`config.mk`:
```
export PLATFORM = sky130hd
export DESIGN_NAME = dmem_responder
export DESIGN_NICKNAME = d
export VERILOG_FILES = /design/src/rtl/dmem_responder.sv
export SDC_FILE = /design/constraint.sdc
export NUM_CORES = 2
export LEC_CHECK = 0
export ABC_AREA = 1
export CORE_MARGIN = 1.5
export CORE_UTILIZATION = 57
export DETAILED_ROUTE_END_ITERATION = 8
export HOLD_SLACK_MARGIN = 0.1
export PLACE_DENSITY = 0.73
export SYNTH_ARGS = -nofsm -noshare
export SYNTH_HDL_FRONTEND = slang
export SYNTH_SLANG_ARGS = --single-unit
export TNS_END_PERCENT = 20
```
`constraint.sdc`:
```
create_clock -name clk -period 7.5 [get_ports clk]
set_input_delay 1.5 -clock clk [delete_from_list [all_inputs] [get_ports clk]]
set_output_delay 1.5 -clock clk [all_outputs]
set_load 0.01 [all_outputs]
```
`src/rtl/dmem_responder.sv`:
```
// dmem_responder: single-outstanding data-memory slave with RISC-V load/store
// sizing, configurable wait states and a valid/ready response channel.
// Storage is a 2**(DM_ADDRESS-2) x DATA_W word array with little-endian byte lanes.
// The request is registered on accept. A WAIT phase then counts out the wait
// states. Memory is touched only on the edge that raises rsp_valid.

module dmem_responder #(
  parameter int DM_ADDRESS  = 9,
  parameter int DATA_W      = 32,
  parameter int WAIT_CYCLES = 2
) (
  input  logic                  clk,
  input  logic                  reset,
  input  logic                  req_valid,
  output logic                  req_ready,
  input  logic                  req_write,
  input  logic [DM_ADDRESS-1:0] req_addr,
  input  logic [DATA_W-1:0]     req_wdata,
  input  logic [2:0]            req_funct3,
  output logic                  rsp_valid,
  input  logic                  rsp_ready,
  output logic [DATA_W-1:0]     rsp_rdata,
  output logic                  rsp_err
);

  localparam int         WORDS     = 2 ** (DM_ADDRESS - 2);
  localparam int         LANES     = DATA_W / 8;
  localparam logic [3:0] WAIT_LOAD = 4'(WAIT_CYCLES);

  typedef enum logic [1:0] {
    IDLE,
    WAIT,
    RESP
  } state_t;

  state_t                  state;
  logic [3:0]              wait_cnt;
  logic                    acc_write;
  logic [DM_ADDRESS-1:0]   acc_addr;
  logic [DATA_W-1:0]       acc_wdata;
  logic [2:0]              acc_funct3;
  logic                    acc_err;

  logic [DATA_W-1:0]       mem [WORDS];

  logic                    req_illegal;
  logic                    req_misaligned;
  logic                    req_err;
  logic [DM_ADDRESS-3:0]   word_idx;
  logic [DATA_W-1:0]       rd_word;
  logic [DATA_W-1:0]       byte_shift;
  logic [DATA_W-1:0]       half_shift;
  logic [DATA_W-1:0]       load_data;
  logic [LANES-1:0]        byte_en;
  logic [DATA_W-1:0]       wr_data;
  logic                    commit;
  logic                    store_commit;

  // Classify the presented request as illegal or misaligned before accepting it
  always_comb begin
    req_illegal    = 1'b0;
    req_misaligned = 1'b0;
    if (req_write) begin
      req_illegal = (req_funct3 > 3'd2);
    end else begin
      req_illegal = !(req_funct3 == 3'd0 || req_funct3 == 3'd1 || req_funct3 == 3'd2 ||
                      req_funct3 == 3'd4 || req_funct3 == 3'd5);
    end
    if (req_funct3[1:0] == 2'd1) begin
      req_misaligned = req_addr[0];
    end else if (req_funct3[1:0] == 2'd2) begin
      req_misaligned = (req_addr[1:0] != 2'b00);
    end
    req_err = req_illegal || req_misaligned;
  end

  // Extract and extend the addressed byte or halfword of the latched word for loads
  always_comb begin
    word_idx   = acc_addr[DM_ADDRESS-1:2];
    rd_word    = mem[word_idx];
    byte_shift = rd_word >> {acc_addr[1:0], 3'b000};
    half_shift = rd_word >> {acc_addr[1], 4'b0000};
    load_data  = '0;
    case (acc_funct3)
      3'd0:    load_data = {{(DATA_W-8){byte_shift[7]}}, byte_shift[7:0]};
      3'd1:    load_data = {{(DATA_W-16){half_shift[15]}}, half_shift[15:0]};
      3'd2:    load_data = rd_word;
      3'd4:    load_data = {{(DATA_W-8){1'b0}}, byte_shift[7:0]};
      3'd5:    load_data = {{(DATA_W-16){1'b0}}, half_shift[15:0]};
      default: load_data = '0;
    endcase
  end

  // Build store byte enables and lane-replicated write data from the latched request
  always_comb begin
    byte_en = '0;
    wr_data = acc_wdata;
    case (acc_funct3)
      3'd0: begin
        byte_en = LANES'(1) << acc_addr[1:0];
        wr_data = {LANES{acc_wdata[7:0]}};
      end
      3'd1: begin
        byte_en = LANES'(3) << {acc_addr[1], 1'b0};
        wr_data = {(LANES/2){acc_wdata[15:0]}};
      end
      3'd2: begin
        byte_en = '1;
        wr_data = acc_wdata;
      end
      default: begin
        byte_en = '0;
        wr_data = acc_wdata;
      end
    endcase
    commit       = (state == WAIT) && (wait_cnt == 4'd0);
    store_commit = commit && acc_write && !acc_err;
  end

  // Commit store lanes on the edge that raises the response; reset aborts and never clears
  always_ff @(posedge clk) begin
    if (!reset && store_commit) begin
      for (int b = 0; b < LANES; b++) begin
        if (byte_en[b]) begin
          mem[word_idx][b*8 +: 8] <= wr_data[b*8 +: 8];
        end
      end
    end
  end

  // Control FSM: accept and latch, count wait states, then present and hold the response
  always_ff @(posedge clk) begin
    if (reset) begin
      state      <= IDLE;
      wait_cnt   <= 4'd0;
      req_ready  <= 1'b0;
      rsp_valid  <= 1'b0;
      rsp_rdata  <= '0;
      rsp_err    <= 1'b0;
      acc_write  <= 1'b0;
      acc_addr   <= '0;
      acc_wdata  <= '0;
      acc_funct3 <= 3'd0;
      acc_err    <= 1'b0;
    end else begin
      case (state)
        IDLE: begin
          req_ready <= 1'b1;
          if (req_valid && req_ready) begin
            acc_write  <= req_write;
            acc_addr   <= req_addr;
            acc_wdata  <= req_wdata;
            acc_funct3 <= req_funct3;
            acc_err    <= req_err;
            wait_cnt   <= req_err ? 4'd0 : WAIT_LOAD;
            req_ready  <= 1'b0;
            state      <= WAIT;
          end
        end
        WAIT: begin
          if (wait_cnt == 4'd0) begin
            state     <= RESP;
            rsp_valid <= 1'b1;
            rsp_err   <= acc_err;
            rsp_rdata <= (acc_err || acc_write) ? '0 : load_data;
          end else begin
            wait_cnt <= wait_cnt - 4'd1;
          end
        end
        RESP: begin
          if (rsp_ready) begin
            state     <= IDLE;
            rsp_valid <= 1'b0;
            rsp_rdata <= '0;
            rsp_err   <= 1'b0;
            req_ready <= 1'b1;
          end
        end
        default: begin
          state     <= IDLE;
          req_ready <= 1'b0;
          rsp_valid <= 1'b0;
          rsp_rdata <= '0;
          rsp_err   <= 1'b0;
        end
      endcase
    end
  end

endmodule

```
==> impl_metrics.toml <==
[run_status]
status = "finished, final reports clean"

[logic_synthesis]
synth_cell_types = 29
yosys_warnings = 0
avgSynthCellArea_sq_um = 11.8
postSynthCellCount = 14500
syn_nets = 14500
syn_area_sq_mm = 0.170
seq_area_frac_synth_pct = 73.3
ys_ff_latch = 4190

[routing]
drc_errors = 0
firstDrtPassIters = 7
vias = 113000
viasPerCell = 6.12
wl_per_cell_microns = 25.2
drt_iter0_drc = 16400
final_antenna_net_count = 0
routed_wl_microns = 464000

[global_route]
grt_pass1_wl_microns = 678000
grt_max_degree = 195
grt-ovfl-total = 0
grt_pass1_vias = 106000
track_usage_pct = 30.4
antenna_found_initial = 15

[clock_tree]
cts_tree = "built"
cts_setup_buffers = 0
cts_buffer_depth = 4
cts.sinks = 4190
cts_root_buffer = "clkbuf_16"
clkTransAtPathRegs_ps = 60
cts_buffers = 412
h-tree-depth = 5
holdBufCountCts = 0
cts.repair.resized = 0
insertion_delay_ps = 980

[sta]
fin_crit_sh_pct = 71.9
setup_viol = 0
max_slew_margin_pct = 24.9
fin_setup_tns_ps = 0
slew_violations = 0
fin_crit_ps = 5390
rsz0062_at_grt = "false"
skew_ps = 37.2
finalWorstSetupSlack_ps = 2110
tightest_slew_ps = 1130
timing.fmax_mhz = 185
hold_violations = 0

[worst_setup_path]
crit_fanout = 65
cp_data_arrival_time_ps = 5970
worstPathRequired_ps = 8080
worst-setup-path-type = "reg -> reg"
startpoint_type = "flop"
end_kind = "flop"

[placed_design]
gp_congestion = 0.928
pre_cts_slack_ps = 1850
hpwl_microns = 274000
io_buffer_count = 83

[power]
ir_drop_mv = 0.232
p_per_area_mw_per_mm2 = 269
p_total_mw = 50.2
p_leak_nw = 64.1

[finish]
nets = 14200
areaGrowthSynthToFinish_pct = 9.44
final_common_cell = "edfxtp_1"
final_cell_mix = "edfxtp_1, nand2_1, nand3_1, nor2_1, clkbuf_16"
fin_util_pct = 62.8
drive_gt1_share_pct = 5.47

[floorplan]
core-area_sq_mm = 0.297
fp.dieH_microns = 550
dieArea_sq_mm = 0.302
initial_utilization_pct = 57.4
num_io_pins = 84
die_width_microns = 550
fp-row-count = 200

[hold_path]
hp-class = "reg -> reg"

[job]
drv_cap = 0
-- power breakdown --
| part | internal (mW) | leakage [nW] | switching, mW |
|---|---|---|---|
| clock network | 11.3 | 6.32 | 8.73 |
| logic | 0.935 | 19.1 | 3.12 |
| registers | 26.0 | 38.6 | 0.112 |
| total | 38.2 | 64.1 | 12.0 |
-- Yosys cell counts --
cell / n / area [sq um]
a211oi_1: 1 / 7.51
o22ai_1: 152 / 951
o21ai_0: 369 / 1850
xor2_1: 1 / 8.76
nor3_1: 10 / 50.1
nor2_4: 1 / 11.3
buf_6: 19 / 214
buf_1: 139 / 522
nand4_1: 2 / 12.5
nand3b_1: 1 / 7.51
dfxtp_1: 94 / 1880
inv_1: 123 / 462
a21oi_1: 64 / 320
edfxtp_1: 4096 / 123000
inv_2: 4 / 15.0
clkinv_1: 1 / 3.75
nand3_1: 3671 / 18400
o41ai_1: 1 / 8.76
buf_2: 529 / 2650
o221ai_1: 1 / 8.76
ha_1: 2 / 25.0
nand2_1: 4036 / 15100
clkbuf_1: 163 / 612
o21ai_1: 2 / 10.0
buf_4: 149 / 1120
or2_2: 1 / 6.26
nor2_1: 829 / 3110
a221oi_1: 1 / 8.76
nor4_4: 1 / 21.3
-- stage by stage --
step | std cells | area, sq um | hold WS (ps)
after floorplan | 14500 | 170000 | 444
after global placement | 17700 | 173000 | 457
after detailed placement | 17700 | 173000 | 463
after CTS | 18400 | 186000 | 475
after global routing | 18400 | 186000 | 497
final | 18400 | 186000 | 472
-- worst max-delay path: stages, from the launching register on --
cell	delay, ps
dfxtp_1	400
inv_1	80
nor2_1	620
inv_1	200
nor2_1	230
inv_2	150
nand2_2	100
nor2_1	80
nor4_4	570
nand3_4	880
buf_4	630
buf_4	370
nor2_1	590
-- registers in the layout, summed over array words and instances (netlist names), named ones only --
| register | count |
|---|---|
| state | 2 |
| acc_wdata | 32 |
| rsp_rdata | 32 |
| rsp_err | 1 |
| acc_addr | 9 |
| rsp_valid | 1 |
| wait_cnt | 4 |
| acc_err | 1 |
| mem | 4096 |
| acc_funct3 | 3 |
| acc_write | 1 |
| req_ready | 1 |
-- layer usage --
layer  GRT usage, %  wire [microns]  vias up
met5              0             121        -
met4           18.2           31500       14
met3           6.77           53400     1237
met2           46.8          212000     6935
met1           39.7          167000    53800
li1               -               -    50800
-- logic make-up (layout without fill, tap and decap cells) --
logic type | Yosys count | after routing | share of synthesized area [%]
adders and majority gates | 2 | 2 | 0.0147
and+or+nand+nor | 8552 | 8552 | 21.6
xor gates and xnor gates | 1 | 1 | 0.00514
other | 0 | 10 | 0
AOI/OAI and AO/OA | 591 | 591 | 1.86
buffers and inverters | 1127 | 1132 | 3.28
DFF | 4190 | 4190 | 73.3
-- worst paths after layout --
path / start / end / slack (ps) / cells after the start
setup / recovery: acc_funct3[0]$_SDFFE_PP0P_ / mem[76][2]$_DFFE_PP_ / 2110 / 12
setup reg to reg: acc_funct3[0]$_SDFFE_PP0P_ / mem[76][2]$_DFFE_PP_ / 2110 / 12
hold reg to reg: wait_cnt[0]$_SDFFE_PP0P_ / wait_cnt[0]$_SDFFE_PP0P_ / 470 / 2
hold / removal: wait_cnt[0]$_SDFFE_PP0P_ / wait_cnt[0]$_SDFFE_PP0P_ / 470 / 2
-- area by class of cell --
| type | instances | area [sq um] |
|---|---|---|
| Antenna cell | 10 | 25.0 |
| Clock buffer | 532 | 11000 |
| Clock inverter | 221 | 2020 |
| Fill cell | 21900 | 111000 |
| Inverter | 128 | 517 |
| Multi-Input combinational cell | 9146 | 40300 |
| Sequential cell | 4190 | 125000 |
| Tap cell | 3939 | 4930 |
| Timing Repair Buffer | 251 | 2770 |
Note: power is estimated with default switching activity, not from simulation.
